--- src/rtl/conv1_k_mem_write_if.sv ---
// Weight-pair stream into the conv1 kernel loader and its dual-port write bus.
// master = host/memory side, slave = loader.
interface conv1_k_mem_write_if #(
    parameter int DATA_W = 8,
    parameter int ADDR_W = 6
);
    logic              in_valid;
    logic [DATA_W-1:0] in_data0;
    logic [DATA_W-1:0] in_data1;
    logic              in_ready;
    logic              wr_en;
    logic [ADDR_W-1:0] wr_addr0;
    logic [ADDR_W-1:0] wr_addr1;
    logic [DATA_W-1:0] wr_data0;
    logic [DATA_W-1:0] wr_data1;

    modport master (
        output in_valid, in_data0, in_data1,
        input  in_ready, wr_en, wr_addr0, wr_addr1, wr_data0, wr_data1
    );

    modport slave (
        input  in_valid, in_data0, in_data1,
        output in_ready, wr_en, wr_addr0, wr_addr1, wr_data0, wr_data1
    );
endinterface

--- src/rtl/conv1_k_mem_write.sv ---
// Conv1 kernel weight loader: accepts KSIZE weight pairs and writes them to both memory halves.
// Optional running checksum of written words when CONV1_K_WRITE_CHECKSUM_EN is defined.
module conv1_k_mem_write #(
    parameter int DATA_W = 8,
    parameter int ADDR_W = 6,
    parameter int KSIZE  = 25
) (
    input  logic                    clk,
    input  logic                    reset,
    input  logic                    start,
    conv1_k_mem_write_if.slave      bus,
    output logic                    busy,
    output logic                    done,
    output logic [DATA_W+6:0]       checksum
);
    localparam int CSUM_W = DATA_W + 7;
    localparam logic [ADDR_W-1:0] KSIZE_A = ADDR_W'(KSIZE);
    localparam logic [ADDR_W-1:0] LAST_A  = ADDR_W'(KSIZE - 1);

    typedef enum logic [1:0] {IDLE, LOAD, LAST, DONE} state_t;

    state_t            state, state_nx;
    logic [ADDR_W-1:0] cnt;
    logic              accept;
    logic              cnt_last;

    assign accept   = bus.in_valid & bus.in_ready;
    assign cnt_last = (cnt == LAST_A);

    always_ff @(posedge clk or posedge reset) begin
        if (reset) state <= IDLE;
        else       state <= state_nx;
    end

    // start restarts from any state; in LOAD it also masks in_ready so no beat is lost
    always_comb begin
        state_nx = state;
        case (state)
            IDLE: if (start) state_nx = LOAD;
            LOAD: begin
                if (start)                    state_nx = LOAD;
                else if (accept && cnt_last)  state_nx = LAST;
            end
            LAST: state_nx = start ? LOAD : DONE;
            DONE: if (start) state_nx = LOAD;
            default: state_nx = IDLE;
        endcase
    end

    always_comb begin
        bus.in_ready = 1'b0;
        busy         = 1'b0;
        done         = 1'b0;
        case (state)
            LOAD: begin
                bus.in_ready = ~start;
                busy         = 1'b1;
            end
            LAST: busy = 1'b1;
            DONE: done = 1'b1;
            default: ;
        endcase
    end

    always_ff @(posedge clk or posedge reset) begin
        if (reset)       cnt <= '0;
        else if (start)  cnt <= '0;
        else if (accept) cnt <= cnt_last ? '0 : cnt + ADDR_W'(1);
    end

    always_ff @(posedge clk or posedge reset) begin
        if (reset) begin
            bus.wr_en    <= 1'b0;
            bus.wr_addr0 <= '0;
            bus.wr_addr1 <= '0;
            bus.wr_data0 <= '0;
            bus.wr_data1 <= '0;
        end else begin
            bus.wr_en <= accept;
            if (accept) begin
                bus.wr_addr0 <= cnt;
                bus.wr_addr1 <= cnt + KSIZE_A;
                bus.wr_data0 <= bus.in_data0;
                bus.wr_data1 <= bus.in_data1;
            end
        end
    end

`ifdef CONV1_K_WRITE_CHECKSUM_EN
    // a write still in flight when start arrives belongs to the abandoned load
    always_ff @(posedge clk or posedge reset) begin
        if (reset)          checksum <= '0;
        else if (start)     checksum <= '0;
        else if (bus.wr_en) checksum <= checksum + CSUM_W'(bus.wr_data0) + CSUM_W'(bus.wr_data1);
    end
`else
    assign checksum = '0;
`endif

endmodule

--- src/flat_wrapper.sv ---
// flat-port wrapper written by rule: the top's interface ports become plain ports
module conv1_k_mem_write_flat 
#(
    parameter int DATA_W = 8,
    parameter int ADDR_W = 6,
    parameter int KSIZE  = 25
)
  (clk, reset, start, busy, done, checksum, bus_in_valid, bus_in_data0, bus_in_data1, bus_in_ready, bus_wr_en, bus_wr_addr0, bus_wr_addr1, bus_wr_data0, bus_wr_data1);
  conv1_k_mem_write_if #(.DATA_W(DATA_W), .ADDR_W(ADDR_W)) bus_i ();
  input  logic clk;
  input  logic reset;
  input  logic start;
  output logic busy;
  output logic done;
  output logic [DATA_W+6:0] checksum;
  input wire logic [$bits(bus_i.in_valid)-1:0] bus_in_valid;
  input wire logic [$bits(bus_i.in_data0)-1:0] bus_in_data0;
  input wire logic [$bits(bus_i.in_data1)-1:0] bus_in_data1;
  output wire logic [$bits(bus_i.in_ready)-1:0] bus_in_ready;
  output wire logic [$bits(bus_i.wr_en)-1:0] bus_wr_en;
  output wire logic [$bits(bus_i.wr_addr0)-1:0] bus_wr_addr0;
  output wire logic [$bits(bus_i.wr_addr1)-1:0] bus_wr_addr1;
  output wire logic [$bits(bus_i.wr_data0)-1:0] bus_wr_data0;
  output wire logic [$bits(bus_i.wr_data1)-1:0] bus_wr_data1;
  assign bus_i.in_valid = bus_in_valid;
  assign bus_i.in_data0 = bus_in_data0;
  assign bus_i.in_data1 = bus_in_data1;
  assign bus_in_ready = bus_i.in_ready;
  assign bus_wr_en = bus_i.wr_en;
  assign bus_wr_addr0 = bus_i.wr_addr0;
  assign bus_wr_addr1 = bus_i.wr_addr1;
  assign bus_wr_data0 = bus_i.wr_data0;
  assign bus_wr_data1 = bus_i.wr_data1;
  conv1_k_mem_write #(.DATA_W(DATA_W), .ADDR_W(ADDR_W), .KSIZE(KSIZE)) u_core (.clk(clk), .reset(reset), .start(start), .bus(bus_i), .busy(busy), .done(done), .checksum(checksum));
endmodule
--- config.mk ---
export PLATFORM = sky130hd
export DESIGN_NAME = conv1_k_mem_write_flat
export DESIGN_NICKNAME = d
export VERILOG_FILES = /design/src/rtl/conv1_k_mem_write_if.sv /design/src/rtl/conv1_k_mem_write.sv /design/src/flat_wrapper.sv
export SDC_FILE = /design/constraint.sdc
export NUM_CORES = 1
export LEC_CHECK = 0
export ABC_AREA = 1
export BUFFER_PORTS_ARGS = -buffer_cell sky130_fd_sc_hd__buf_2
export CAP_MARGIN = 20
export CELL_PAD_IN_SITES_DETAIL_PLACEMENT = 1
export CELL_PAD_IN_SITES_GLOBAL_PLACEMENT = 2
export CORE_MARGIN = 2
export CORE_UTILIZATION = 28
export CTS_BUF_LIST = sky130_fd_sc_hd__clkbuf_8 sky130_fd_sc_hd__clkbuf_16
export DETAILED_ROUTE_END_ITERATION = 16
export HOLD_SLACK_MARGIN = 0.1
export PLACE_DENSITY = 0.84
export SLEW_MARGIN = 15
export SYNTH_ARGS = -nofsm -noshare
export SYNTH_HDL_FRONTEND = slang
export SYNTH_SLANG_ARGS = --single-unit
--- constraint.sdc ---
create_clock -name clk -period 1.6 [get_ports clk]
set_input_delay 0.08 -clock clk [delete_from_list [all_inputs] [get_ports clk]]
set_output_delay 0.08 -clock clk [all_outputs]
set_load 0.02 [all_outputs]
# Yosys cells after proc, flatten, opt, wreduce, memory -nomap -nowiden
# Cells that the tools add are included.
# totals
regBits	37
latch_bits	0
ram_bits	0
romBits	0
out_inout_bits	47
n_memories	0
# classes
addsub	2
multipliers	0
div	0
n_lt_le_gt_ge	0
n_eq_ne	6
shift	0
mux	11
n_bitwise	2
n_reduce_logical	6
# ops
op	count
two-way mux 6 bit	3
two-way mux 2 bit	4
adder 6 x 1 -> 6 bit, second input constant	1
adder 6 x 5 -> 6 bit, second input constant	1
== test 6 x 5 -> 1 bit, second input constant	1
one-hot mux 2 bit (3 select lines)	1
== test 2 bit, second input constant	2
OR reduction 2 bit	2
two-way mux 1 bit	3
inequality test 3 x 2 -> 1 bit, second input constant	1
== test 2 x 1 -> 1 bit, second input constant	1
logical NOT 2 bit	1
inequality test 2 x 1 -> 1 bit, second input constant	1
AND reduction 2 bit	1
nonzero test 2 bit	1
AND 1 bit	1
logical AND 1 bit	1
NOT 1 bit	1

# Longest topological paths before layout
# depth
depth_word	7
ltp_mapped	9

# Least setup slack after synthesis
# Ideal clock, no wire load.
# synth_path
kind	register to register
start	reg u_core.state[1]
end	reg u_core.bus.wr_addr0[3]
setup_ps	119
t_arrival_ps	1236
required_time_ps	1481
path_slack_ps	245
stages_incl_launch_ff	9
period_less_slack_ps	1355
cell_sequence	dfrtp_1 -> inv_1 -> ha_1 -> nand2_4 -> nor2_8 -> inv_6 -> buf_6 -> nand2_1 -> o21ai_2
# synth_via
elab_chain_cells	3
# synth_rtl
item	line_no	text
start: declaration	conv1_k_mem_write.sv:22	state_t state, state_nx;
start signal: assignment	conv1_k_mem_write.sv:32	else state <= state_nx;
== test 2 x 1 -> 1 bit	conv1_k_mem_write.sv:54	case (state)
two-way mux 1 bit	conv1_k_mem_write.sv:54	
AND 1 bit	conv1_k_mem_write.sv:27	assign accept = bus.in_valid & bus.in_ready;
end signal: assignment	conv1_k_mem_write.sv:81	bus.wr_addr0 <= cnt;
end: declaration	conv1_k_mem_write_if.sv:24	output in_ready, wr_en, wr_addr0, wr_addr1, wr_data0, wr_data1
# No other way between the ends.
# A chain may end at the register's enable or synchronous reset.

# Worst setup path in the final report
# layout_path
start	reg u_core.state[1]
end	reg u_core.bus.wr_addr1[4]
# layout_via
elab_chain_cells	3
# layout_rtl
item	line_no	text
== test 2 x 1 -> 1 bit	conv1_k_mem_write.sv:54	
two-way mux 1 bit	conv1_k_mem_write.sv:54	
AND 1 bit	conv1_k_mem_write.sv:27	
end signal: assignment	conv1_k_mem_write.sv:82	bus.wr_addr1 <= cnt + KSIZE_A;
end: declaration	conv1_k_mem_write_if.sv:24	
# No other way between the ends.

==> summary.txt <==
Synth
  – Mapped Cells: 206
  – #FFs+latches synth: 37
  – Fraction of the mapped netlist area in simple logic gates: 25.2%
  – Synth top area share: 51.0%
  – Area contributors post-synth: dfrtp_1, nand2_1, buf_4, ha_1, inv_1
  – Asr flop ratio synth: 100%
  – Synth Area in Compound Gates: under 10%
  – Synth cell types: 26
  – Multiplexer area fraction after synthesis: 0%
  – Post-synth EDFFs: 0
  – Synth Area in XOR/XNOR: 0.483%
  – Synthesized area per cell: 8.81 um^2
  – Ys Warns: 0
  – Sequential-to-total area share from yosys stat: 51.0%
  – Largest family of logic cells by synthesized area: simple AND/OR/NAND/NOR gates
  – Adder-Cell Fraction of Synth Area: 4.14%
  – Most frequent cell after synthesis: nand2_1
  – Top FF cell, synth: dfrtp_1
  – Mapped cell area: 0.00181 mm^2
  – Post-synth top cells: nand2_1, dfrtp_1, inv_1
  – Synth area leader: dfrtp_1

Critical path
  – Worst Path Required: 1770 ps
  – Buf/Inv on CP: 3
  – Worst R2R End: u_core.bus.wr_addr1[4]
  – FF-to-FF path depth: 8
  – Worst R2R Setup Slack: between 100 and 150 ps
  – Worst path arrival time: roughly 1700 ps
  – Critical path's top delay family: flip-flops
  – CP Launch Type: flop
  – Reg2reg start: u_core.state[1]
  – Slowest stage delay, CP: about 420 ps
  – Setup CP Type: flop to flop
  – Crit Path Max Fanout: 9
  – Critical path endpoint category: flop
  – Worst path cell trace: inv_1, ha_4, nand2_4, nor2_8, clkinv_8, buf_4, nand2_1, o21ai_2
  – Slowest-stage cell, CP: dfrtp_1

Hold path
  – Min-Delay Startpoint: start
  – Hold Path Stages: 4
  – Hold/Removal Path Class: input pin to flop
  – Worst Hold Endpoint: u_core.state[1]

STA
  – Slew Viols, Final: 0
  – Period utilization: 93.1%
  – Final min period: 1490 ps
  – Setup-failing EPs final: 0
  – RSZ-0062 raised after global routing: false
  – Final hold vios: 0
  – Layout Skew: just over 4 ps
  – Final setup TNS: 0 ps
  – Fmax: around 670 MHz

Layout
  – Nets: about 320
  – Layout cells sized above 1: 30.0%
  – Area grow syn2layout: 34.9%
  – Finished Layout Cells: 367
  – Register Area: around 930 um^2
  – Antenna cells: 0
  – Filler cells: 788
  – Multi-input logic area: 714 um^2

Floorplan
  – Die Span Y: 84.5 um
  – Die width: 84.5 um
  – Starting Density: 28.7%
  – Die ar.: 0.00714 mm^2
  – Row count: 29
  – Core area: 0.00631 mm^2
  – Ports: 67

Route
  – Vias/cell: 4.18
  – WL per Instance: 12.1 um
  – Starting DRC count in detailed routing: 78
  – Via count: 1,534
  – Drt pass-1 iters: 4
  – Residual DRC count: 0
  – Antenna Nets Post-Route: 0
  – Routed Wire Length: 4.45 mm

Run status
  – Status: completed

Global route
  – First-pass GRT wire length: 7.07 mm
  – Vias in the first global route: 1,525
  – Largest net degree at the start of global routing: 38
  – Grt ovf: 0
  – All-layer global routing usage: 12.5%
  – Initial antenna violation count: 0

Pwr
  – Leakage: 1.38 nW
  – Pwr dens: about 1500 mW/mm^2
  – IR drop worst, VDD: 0.752 mV
  – Total power: 0.00361 W

Clocking
  – Max clock buf depth: 2
  – Clock Pin Slew Worst Setup and Hold Paths: about 70 ps
  – Root Buffer: clkbuf_8
  – # clock sinks: 37
  – Clock Latency Late Sink: 280 ps
  – H-tree levels: 2
  – CTS buffer count: 5
  – CTS tree: built

Flow run
  – MaxCap Viol Count: 0

Placed design
  – # placed instances: 334
  – Post-DP HPWL: between 3 and 4 mm
  – RD Place Congestion: 0.891
  – Buffers on Ports: 51
flip-flops by register name (all words and copies together), names as in the netlist:
signal	count
u_core.bus.wr_addr0	6
u_core.bus.wr_addr1	6
u_core.bus.wr_data0	8
u_core.bus.wr_data1	8
u_core.bus.wr_en	1
u_core.cnt	6
u_core.state	2
cell usage in the layout, fill, tap and decap left out:
cell	Yosys	final
dlygate4sd3_1	0	17
clkinv_8	0	1
inv_1	17	18
buf_4	16	12
o21a_1	2	2
ha_4	0	1
nor2_1	11	10
nand3_2	1	1
inv_6	1	1
nand2_4	1	1
clkbuf_8	0	5
clkinv_2	0	2
nor2_2	0	1
nand2_1	84	84
nand3_1	5	5
o21ai_2	5	5
o22ai_1	2	2
xor2_1	1	1
dfrtp_1	37	37
inv_2	1	1
conb_1	1	15
a21oi_2	1	1
o211ai_1	1	1
nand2_2	1	1
ha_1	6	5
nor3_1	2	2
buf_2	0	51
a21oi_1	2	2
o21ai_0	1	1
buf_12	0	1
nor2_8	1	1
nand4_1	1	1
nor2_4	1	1
layer usage:
| layer | global-route usage (%) | part of all wire (%) | vias up | wire length, um |
|---|---|---|---|---|
| li1 | - | - | 768 | - |
| met1 | 15.9 | 45 | 727 | 1990 |
| met2 | 20.9 | 50 | 37 | 2220 |
| met3 | 2.56 | 4.1 | 2 | 181 |
| met4 | 5.19 | 1.3 | 0 | 58 |
| met5 | 0 | 0 | - | 0 |
cell families after synthesis:
kind of cell / count (synthesis)
AOI/OAI and AO/OA: 14
xor gates and xnor gates: 1
adders and majority gates: 6
buffers and inverters: 39
DFF: 37
other: 1
and+or+nand+nor: 108
through the flow:
stage / util [%] / hold WS [ps] / area, um^2 / setup WS (ps)
after floorplan: - / 197 / 1870 / 245
after global placement: 33.2 / 220 / 2100 / 139
after detailed placement: 33.2 / 227 / 2100 / 73.7
after CTS: 37.2 / 124 / 2350 / 51.3
after global routing: 38.8 / 154 / 2450 / 20.8
final: 38.8 / 128 / 2450 / 111
area by class of cell:
| cell class | count | area share [%] |
|---|---|---|
| Timing Repair Buffer | 81 | 21.9 |
| Clock inverter | 3 | 0.562 |
| Tap cell | 77 | 3.94 |
| Sequential cell | 37 | 37.8 |
| Timing Repair inverter | 1 | 0.358 |
| Multi-Input combinational cell | 144 | 29.2 |
| Inverter | 19 | 3.43 |
| Clock buffer | 5 | 2.81 |
how the worst max path moves through the flow:
stage / from / endpoint / slack [ps] / cells after the start
floorplan: u_core.state[1] / u_core.bus.wr_addr0[3] / 240 / 8
global placement: u_core.state[1] / u_core.cnt[3] / 140 / 8
detailed placement: u_core.state[1] / u_core.cnt[3] / 70 / 8
CTS: u_core.state[1] / u_core.cnt[3] / 50 / 8
global route: u_core.cnt[1] / u_core.state[0] / 20 / 9
finish: u_core.state[1] / u_core.bus.wr_addr1[4] / 110 / 8
what timing repair did:
action | CTS | global route
resized for setup | 0 | 5
hold endpoints to repair | 53 | 0
setup endpoints to repair | 0 | 4
hold buffers | 17 | 0
buffers inserted | 0 | 7
worst min-delay path, cell delays in order:
cell	delay, ps
buf_2	110
nor2_1	50
nand3_1	80
nand2_1	50
where the power goes:
| group | leakage (nW) | internal [W] | switching, W |
|---|---|---|---|
| clock | 0.0491 | 0.000296 | 0.000323 |
| sequential | 0.473 | 0.00123 | 0.000167 |
| combinational | 0.856 | 0.000581 | 0.00100 |
| total | 1.38 | 0.00211 | 0.00149 |
Power figures use the tool's default switching activity.
